## config.mk

```make
export PLATFORM = sky130hd
export DESIGN_NAME = id_stage_pipelined_flat
export DESIGN_NICKNAME = d
export VERILOG_FILES = /design/src/rtl/id_stage_pipelined_if.sv /design/src/rtl/id_stage_pipelined.sv /design/src/flat_wrapper.sv
export SDC_FILE = /design/constraint.sdc
export NUM_CORES = 1
export LEC_CHECK = 0
export ABC_AREA = 1
export BUFFER_PORTS_ARGS = -buffer_cell sky130_fd_sc_hd__buf_2
export CAP_MARGIN = 20
export CORE_MARGIN = 8
export CORE_UTILIZATION = 35
export CTS_CLUSTER_DIAMETER = 120
export DETAILED_ROUTE_END_ITERATION = 7
export SKIP_CTS_REPAIR_TIMING = 1
export SLEW_MARGIN = 10
export SYNTH_ARGS = -nofsm -noshare
export SYNTH_HDL_FRONTEND = slang
export SYNTH_SLANG_ARGS = --single-unit
```

## constraint.sdc

```tcl
create_clock -name ClockInput -period 2.9 [get_ports ClockInput]
set_input_delay 0.87 -clock ClockInput [delete_from_list [all_inputs] [get_ports ClockInput]]
set_output_delay 0.87 -clock ClockInput [all_outputs]
set_load 0.05 [all_outputs]
```

## src/rtl/id_stage_pipelined_if.sv

```systemverilog
// IF->ID->EX handshake bundle plus the WB write port.
// The slave modport is the decode stage's view of the bundle.
interface id_stage_pipelined_if #(
   parameter int DATA_W = 32,
   parameter int REG_AW = 4
);
   logic              InValid;
   logic              InReady;
   logic [31:0]       Instruction;
   logic              Flush;
   logic              WriteRegSignal;
   logic [REG_AW-1:0] Rwrite;
   logic [DATA_W-1:0] WriteData;
   logic              OutValid;
   logic              OutReady;
   logic [5:0]        OutOpcode;
   logic [REG_AW-1:0] Rdestination;
   logic [REG_AW-1:0] Rprimary_base;
   logic [REG_AW-1:0] Rsecondary_store;
   logic [DATA_W-1:0] ReadPrimary;
   logic [DATA_W-1:0] ReadSecondary;

   modport slave (
      input  InValid, Instruction, Flush,
      input  WriteRegSignal, Rwrite, WriteData,
      input  OutReady,
      output InReady, OutValid, OutOpcode,
      output Rdestination, Rprimary_base, Rsecondary_store,
      output ReadPrimary, ReadSecondary
   );

   modport master (
      output InValid, Instruction, Flush,
      output WriteRegSignal, Rwrite, WriteData,
      output OutReady,
      input  InReady, OutValid, OutOpcode,
      input  Rdestination, Rprimary_base, Rsecondary_store,
      input  ReadPrimary, ReadSecondary
   );
endinterface

```

## src/rtl/id_stage_pipelined.sv

```systemverilog
// Decode stage: 2R/1W register bank with WB bypass,
// load-use stall, flush and a single ID/EX holding register.
module id_stage_pipelined #(
   parameter int         DATA_W   = 32,
   parameter int         REG_AW   = 4,
   parameter bit         ZERO_REG = 1'b1,
   parameter logic [5:0] LOAD_OP  = 6'h23
) (
   input logic ClockInput,
   input logic ResetInputN,
   id_stage_pipelined_if.slave bus
);
   localparam int NREG = 1 << REG_AW;

   typedef struct packed {
      logic [5:0]        op;
      logic [REG_AW-1:0] rd;
      logic [REG_AW-1:0] rs1;
      logic [REG_AW-1:0] rs2;
      logic [DATA_W-1:0] a;
      logic [DATA_W-1:0] b;
   } id_ex_t;

   id_ex_t            q;
   id_ex_t            d_in;
   logic              valid_q;
   logic [DATA_W-1:0] bank [NREG];

   logic [5:0]        dec_op;
   logic [REG_AW-1:0] dec_rd;
   logic [REG_AW-1:0] dec_rs1;
   logic [REG_AW-1:0] dec_rs2;
   logic [DATA_W-1:0] opa;
   logic [DATA_W-1:0] opb;
   logic              wr_en;
   logic              hazard;
   logic              in_ready;
   logic              accept;
   logic              unused_instr;

   assign dec_op  = bus.Instruction[31:26];
   assign dec_rd  = bus.Instruction[25 -: REG_AW];
   assign dec_rs1 = bus.Instruction[25-REG_AW -: REG_AW];
   assign dec_rs2 = bus.Instruction[25-2*REG_AW -: REG_AW];
   assign unused_instr = ^bus.Instruction[25-3*REG_AW:0];

   function automatic logic is_zero(input logic [REG_AW-1:0] r);
      return ZERO_REG && (r == '0);
   endfunction

   assign wr_en = bus.WriteRegSignal && !is_zero(bus.Rwrite);

   // Write-first read: a same-cycle WB write wins over the bank.
   always_comb begin
      opa = bank[dec_rs1];
      if (is_zero(dec_rs1))
         opa = '0;
      else if (wr_en && bus.Rwrite == dec_rs1)
         opa = bus.WriteData;
   end

   always_comb begin
      opb = bank[dec_rs2];
      if (is_zero(dec_rs2))
         opb = '0;
      else if (wr_en && bus.Rwrite == dec_rs2)
         opb = bus.WriteData;
   end

   assign d_in = '{op: dec_op, rd: dec_rd, rs1: dec_rs1,
                   rs2: dec_rs2, a: opa, b: opb};

   assign hazard = bus.InValid && valid_q
                && (q.op == LOAD_OP) && !is_zero(q.rd)
                && (q.rd == dec_rs1 || q.rd == dec_rs2);

   assign in_ready = (!valid_q || bus.OutReady) && !hazard;
   assign accept   = bus.InValid && in_ready && !bus.Flush;

   always_ff @(posedge ClockInput or negedge ResetInputN) begin
      if (!ResetInputN) begin
         for (int i = 0; i < NREG; i++)
            bank[i] <= '0;
      end else if (wr_en) begin
         bank[bus.Rwrite] <= bus.WriteData;
      end
   end

   always_ff @(posedge ClockInput or negedge ResetInputN) begin
      if (!ResetInputN) begin
         valid_q <= 1'b0;
         q       <= '0;
      end else if (bus.Flush) begin
         valid_q <= 1'b0;
      end else if (accept) begin
         valid_q <= 1'b1;
         q       <= d_in;
      end else if (valid_q && bus.OutReady) begin
         valid_q <= 1'b0;
      end else if (valid_q) begin
         // Stalled: keep held operands coherent with late WB writes.
         if (wr_en && bus.Rwrite == q.rs1)
            q.a <= bus.WriteData;
         if (wr_en && bus.Rwrite == q.rs2)
            q.b <= bus.WriteData;
      end
   end

   assign bus.InReady          = in_ready;
   assign bus.OutValid         = valid_q;
   assign bus.OutOpcode        = q.op;
   assign bus.Rdestination     = q.rd;
   assign bus.Rprimary_base    = q.rs1;
   assign bus.Rsecondary_store = q.rs2;
   assign bus.ReadPrimary      = q.a;
   assign bus.ReadSecondary    = q.b;
endmodule

```

## src/flat_wrapper.sv

```systemverilog
// flat-port wrapper written by rule: the top's interface ports become plain ports
module id_stage_pipelined_flat 
#(
   parameter int         DATA_W   = 32,
   parameter int         REG_AW   = 4,
   parameter bit         ZERO_REG = 1'b1,
   parameter logic [5:0] LOAD_OP  = 6'h23
)
  (ClockInput, ResetInputN, bus_InValid, bus_Instruction, bus_Flush, bus_WriteRegSignal, bus_Rwrite, bus_WriteData, bus_OutReady, bus_InReady, bus_OutValid, bus_OutOpcode, bus_Rdestination, bus_Rprimary_base, bus_Rsecondary_store, bus_ReadPrimary, bus_ReadSecondary);
  id_stage_pipelined_if #(.DATA_W(DATA_W), .REG_AW(REG_AW)) bus_i ();
  input logic ClockInput;
  input logic ResetInputN;
  input wire logic [$bits(bus_i.InValid)-1:0] bus_InValid;
  input wire logic [$bits(bus_i.Instruction)-1:0] bus_Instruction;
  input wire logic [$bits(bus_i.Flush)-1:0] bus_Flush;
  input wire logic [$bits(bus_i.WriteRegSignal)-1:0] bus_WriteRegSignal;
  input wire logic [$bits(bus_i.Rwrite)-1:0] bus_Rwrite;
  input wire logic [$bits(bus_i.WriteData)-1:0] bus_WriteData;
  input wire logic [$bits(bus_i.OutReady)-1:0] bus_OutReady;
  output wire logic [$bits(bus_i.InReady)-1:0] bus_InReady;
  output wire logic [$bits(bus_i.OutValid)-1:0] bus_OutValid;
  output wire logic [$bits(bus_i.OutOpcode)-1:0] bus_OutOpcode;
  output wire logic [$bits(bus_i.Rdestination)-1:0] bus_Rdestination;
  output wire logic [$bits(bus_i.Rprimary_base)-1:0] bus_Rprimary_base;
  output wire logic [$bits(bus_i.Rsecondary_store)-1:0] bus_Rsecondary_store;
  output wire logic [$bits(bus_i.ReadPrimary)-1:0] bus_ReadPrimary;
  output wire logic [$bits(bus_i.ReadSecondary)-1:0] bus_ReadSecondary;
  assign bus_i.InValid = bus_InValid;
  assign bus_i.Instruction = bus_Instruction;
  assign bus_i.Flush = bus_Flush;
  assign bus_i.WriteRegSignal = bus_WriteRegSignal;
  assign bus_i.Rwrite = bus_Rwrite;
  assign bus_i.WriteData = bus_WriteData;
  assign bus_i.OutReady = bus_OutReady;
  assign bus_InReady = bus_i.InReady;
  assign bus_OutValid = bus_i.OutValid;
  assign bus_OutOpcode = bus_i.OutOpcode;
  assign bus_Rdestination = bus_i.Rdestination;
  assign bus_Rprimary_base = bus_i.Rprimary_base;
  assign bus_Rsecondary_store = bus_i.Rsecondary_store;
  assign bus_ReadPrimary = bus_i.ReadPrimary;
  assign bus_ReadSecondary = bus_i.ReadSecondary;
  id_stage_pipelined #(.DATA_W(DATA_W), .REG_AW(REG_AW), .ZERO_REG(ZERO_REG), .LOAD_OP(LOAD_OP)) u_core (.ClockInput(ClockInput), .ResetInputN(ResetInputN), .bus(bus_i));
endmodule
```

* After elaboration in Yosys (flattened, before gate mapping) *
Cells that the tools add are included.
Widths: inputs -> output; s select.

storage, ports and cells
  register bits = 595
  bits of input ports = 74
  output and inout bits = 84

cells by class
  order comparisons = 4
  equality and inequality tests = 8
  multiplexer cells = 21
  bitwise logic cells = 4
  reductions and logical operators = 32

operators by type and width
  kind                number
  $bwmux 512          1
  $mux 32             11
  $bmux 32 s4         2
  $mux 64             3
  $demux 32 s4        1
  $eq 4x4->1          6
  $logic_not 4->1     4
  $ge 5x5->1 const B  3
  $not 4->5           3
  $logic_and 1x1->1   14
  $reduce_and 4->1    2
  $eq 6x6->1 const B  1
  $reduce_bool 2->1   3
  $logic_not 1->1     5
  $lt 5x1->1 const B  1
  $mux 1              3
  $reduce_bool 3->1   1
  $logic_or 1x1->1    2
  $ne 2x1->1 const B  1
  $reduce_and 2->1    1
  $not 1->1           1

* Logic depth before layout (Yosys ltp) *
  depth after elaboration = 10
  depth in mapped cells = 15
  mapped depth without buffers = 12

* Least setup slack after synthesis *
OpenSTA, ideal clock, no wires.

  path kind = input to output
  start = input bus_Instruction[16]
  end = output bus_InReady
  data arrival time = 2131 ps
  path slack = -101 ps
  cell stages on the path = 8
  path buffers = 1
  cells stage by stage = buf_4 inv_4 nand2_1 nand2_1 nor2_1 nand2_1 nand2_1 a21oi_1

between the ends
  cells in the longest elaborated chain, start to end = 5

ends and longest elaborated chain
  item               line                      text
  from (decl)        flat_wrapper.sv:14        input wire logic [$bits(bus_i.Instruction)-1:0] bus_Instruction;
  $eq 4x4->1         id_stage_pipelined.sv:75  && (q.rd == dec_rs1 || q.rd == dec_rs2);
  $logic_or 1x1->1   id_stage_pipelined.sv:75
  $logic_and 1x1->1  id_stage_pipelined.sv:75
  $logic_not 1->1    id_stage_pipelined.sv:77  assign in_ready = (!valid_q || bus.OutReady) && !hazard;
  $logic_and 1x1->1  id_stage_pipelined.sv:77
  to (decl)          flat_wrapper.sv:20        output wire logic [$bits(bus_i.InReady)-1:0] bus_InReady;

No other way between the ends.

* Worst setup path after layout *
  start = register u_core.q (netlist bit u_core.bus.Rdestination[0])
  end = output bus_InReady

between the ends
  cells in the longest elaborated chain, start to end = 6
  elaborated cells between the ends (all ways) = 9
  those cells by class = 2 x eq/ne; 7 x reduce/logical

ends and longest elaborated chain
  item                    line                      text
  from (decl)             id_stage_pipelined.sv:24  id_ex_t q;
  from (signal assigned)  id_stage_pipelined.sv:97  q <= d_in;
  $logic_not 4->1         id_stage_pipelined.sv:48  return ZERO_REG && (r == '0);
  $logic_not 1->1         id_stage_pipelined.sv:74  && (q.op == LOAD_OP) && !is_zero(q.rd)
  $logic_and 1x1->1       id_stage_pipelined.sv:74
  $logic_and 1x1->1 (*)   id_stage_pipelined.sv:75
  $logic_not 1->1 (*)     id_stage_pipelined.sv:77
  $logic_and 1x1->1 (*)   id_stage_pipelined.sv:77

Mark *: on every way between the ends. The rest lies on a longest branch, timed or not.

==> results.ini <==
[cts]
cts_tree = yes
root_buffer = clkbuf_16
cts_made_buffers = 67
clkSinkCount = 595
cts_max_path_buffers = 3
worstSkewPairLatency_ns = 0.63
cts_max_level = 3
clkTransAtPathRegs_ns = 0.07

[place]
dp_hpwl_um = 70300
pre_cts_slack_ns = 0.0662
dpl_cell_area_mm2 = 0.0366
gp_congestion = 0.810
portBuffers = 143

[critical_path]
crit_slowest_cell = dfrtp_1
cp_top_family = flip-flops
regToRegEndpoint = u_core.bus.ReadSecondary[5]
cp.required_ns = 2.03
ff2ff_setup_slack_ns = 0.81
crit_fanout = 4
endpoint_kind = output port
worstSetupPathType = flip-flop to output port
cp.arrival_ns = 1.90
setup.worst_path.start = u_core.bus.Rdestination[0]
worst_r2r_path_depth = 13
start_kind = flip-flop
r2r_start = u_core.bus.Rdestination[0]
crit_buf_inv = 3
crit_path_cell_trace = inv_2 -> nand2_1 -> nand2_1 -> nor2_2 -> buf_4 -> nand2_1 -> nand2_1 -> a21oi_2 -> buf_6
slowest_delay_ns = 0.41
critPathMostFrequentCell = nand2_1

[timing]
rsz0062_at_grt = false
finalHoldViolations = 0
setup_slack_ns = 0.126
worst_pin_slew_ns = 0.971
finalSetupViolCount = 0
period_needed_ns = 2.77
min_period_over_period_pct = 95.7
clock_skew_ns = 0.0235
clock.fmax_ghz = 0.360
relSlewSlack_pct = 35.2
finalSetupTns_ns = 0
hold_slack_ns = 0.0989
maxSlewViolCount = 0

[detailed_routing]
vias = 33300
topRoutingLayerUsed = met4
met3_length_um = 9530
firstDrtPassIters = 6
wl_met1_um = 53000
ant_nets = 0
via_per_inst = 5.22
met2WireLength_um = 54800
wl_um = 122000
drc = 0
avgRoutedWirePerCell_um = 19.2
drtIter0Drc = 3892

[floorplan]
die_area_mm2 = 0.108
num_rows = 114
core_region_area_mm2 = 0.0967
dieHeight_um = 328
die_x_um = 328
io-pin-count = 158
initial_utilization_pct = 35.3

[power_and_ir_drop]
power.density_mw_per_mm2 = 662
leakage_uw = 0.0198
ir_worst_vdd_mv = 0.324

[yosys]
postSynthAreaPerCell_um2 = 6.63
yosysWarnings = 0
synth.cell_area_mm2 = 0.0342
ys_ff_latch = 595
syn_inst = 5151
synth.net_count = 5225
yosys.area.top_type_share_pct = 43.6
synth_area_leaders = dfrtp_1 44%, nand2_1 23%, nand3_1 11%
synth_cell_types = 31
yosysSeqAreaShare_pct = 43.6
yosysTopAreaCell = dfrtp_1

[global_routing]
grt_antenna_before_repair = 1
grt_overflow_total = 0
grt_usage_pct = 22.2
grt_max_degree = 148
first_global_vias = 32200
grt_pass1_wl_um = 190000

[layout]
drive_gt1_share_pct = 8.23
syn_to_final_growth_pct = 13.3
nNetsFinal = 5121
fin_util_pct = 40.0
final-seq-area_mm2 = 0.0149
finalInstanceArea_mm2 = 0.0387
n_fill_cell = 10100
multi_input_area_mm2 = 0.0156

[hold_path]
min_path_type = primary input to asynchronous set/reset pin

[run_status]
status = completed

[flow_run]
cap_violations = 0

-- per-layer routing --
metal / vias up / global-route usage [%]
met1: 15800 / 29.8
met4: 0 / 8.83
li1: 15900 / -
met3: 264 / 3.62
met2: 1353 / 35.6
met5: - / 0
-- flip-flops by register name, indices dropped and copies added (netlist names) --
signal / flops
u_core.bus.Rsecondary_store: 4
u_core.bus.Rprimary_base: 4
u_core.bus.Rdestination: 4
u_core.bus.OutOpcode: 6
u_core.bus.ReadSecondary: 32
u_core.bus.ReadPrimary: 32
u_core.bank: 512
u_core.bus.OutValid: 1
-- how the worst max path moves through the flow --
stage                  endpoint  slack (ns)  cells past startpoint
floorplan           bus_InReady        0.16                      8
global placement    bus_InReady        0.05                     10
detailed placement  bus_InReady        0.07                     10
CTS                 bus_InReady       -0.09                      9
global route        bus_InReady        0.02                      9
finish              bus_InReady        0.13                      9
-- synth_stat cells, drive strengths merged --
cell	count
clkbuf	267
buf	170
xor2	6
nand4	3
a21oi	73
inv	510
nand2	2082
xnor2	2
nor4	2
or2	5
nor2	94
nand3	775
o21ai	557
dfrtp	595
nor3	10
-- power breakdown --
group | switching (uW) | total (uW) | internal (uW)
combinational | 4320 | 6330 | 2010
clock | 3610 | 8560 | 4950
sequential | 837 | 10800 | 9920
-- layout make-up --
| cell class | instances | area share (%) |
|---|---|---|
| Inverter | 510 | 5.01 |
| Clock buffer | 97 | 5.14 |
| Timing Repair Buffer | 264 | 6.61 |
| Multi-Input combinational cell | 3609 | 40.2 |
| Antenna cell | 1 | 0.00646 |
| Sequential cell | 595 | 38.5 |
| Clock inverter | 16 | 0.430 |
| Tap cell | 1276 | 4.12 |
-- cells in the final DEF (no fill, tap or decap), drive strengths merged, types with 3 or more instances in the layout --
| cell type | instances |
|---|---|
| nand2 | 2082 |
| nand3 | 775 |
| dfrtp | 595 |
| o21ai | 557 |
| inv | 513 |
| buf | 264 |
| clkbuf | 97 |
| nor2 | 94 |
| a21oi | 73 |
| clkinv | 10 |
| nor3 | 10 |
| xor2 | 6 |
| or2 | 5 |
| nand4 | 3 |
-- per-stage QoR --
stage               instances  total power [uW]
finish                   6368             25600
global route             6367             27200
CTS                      6367             25800
detailed placement       6254             17200
global placement         6254             17000
floorplan                5151             15300
-- logic make-up after synthesis --
| group | count (synthesis) | synth area share, % |
|---|---|---|
| simple gates | 2971 | 35.9 |
| xor+xnor | 8 | 0.205 |
| buf+inv | 947 | 11.1 |
| flops | 595 | 43.6 |
| compound gates | 630 | 9.24 |
(Power assumes the default switching activity.)
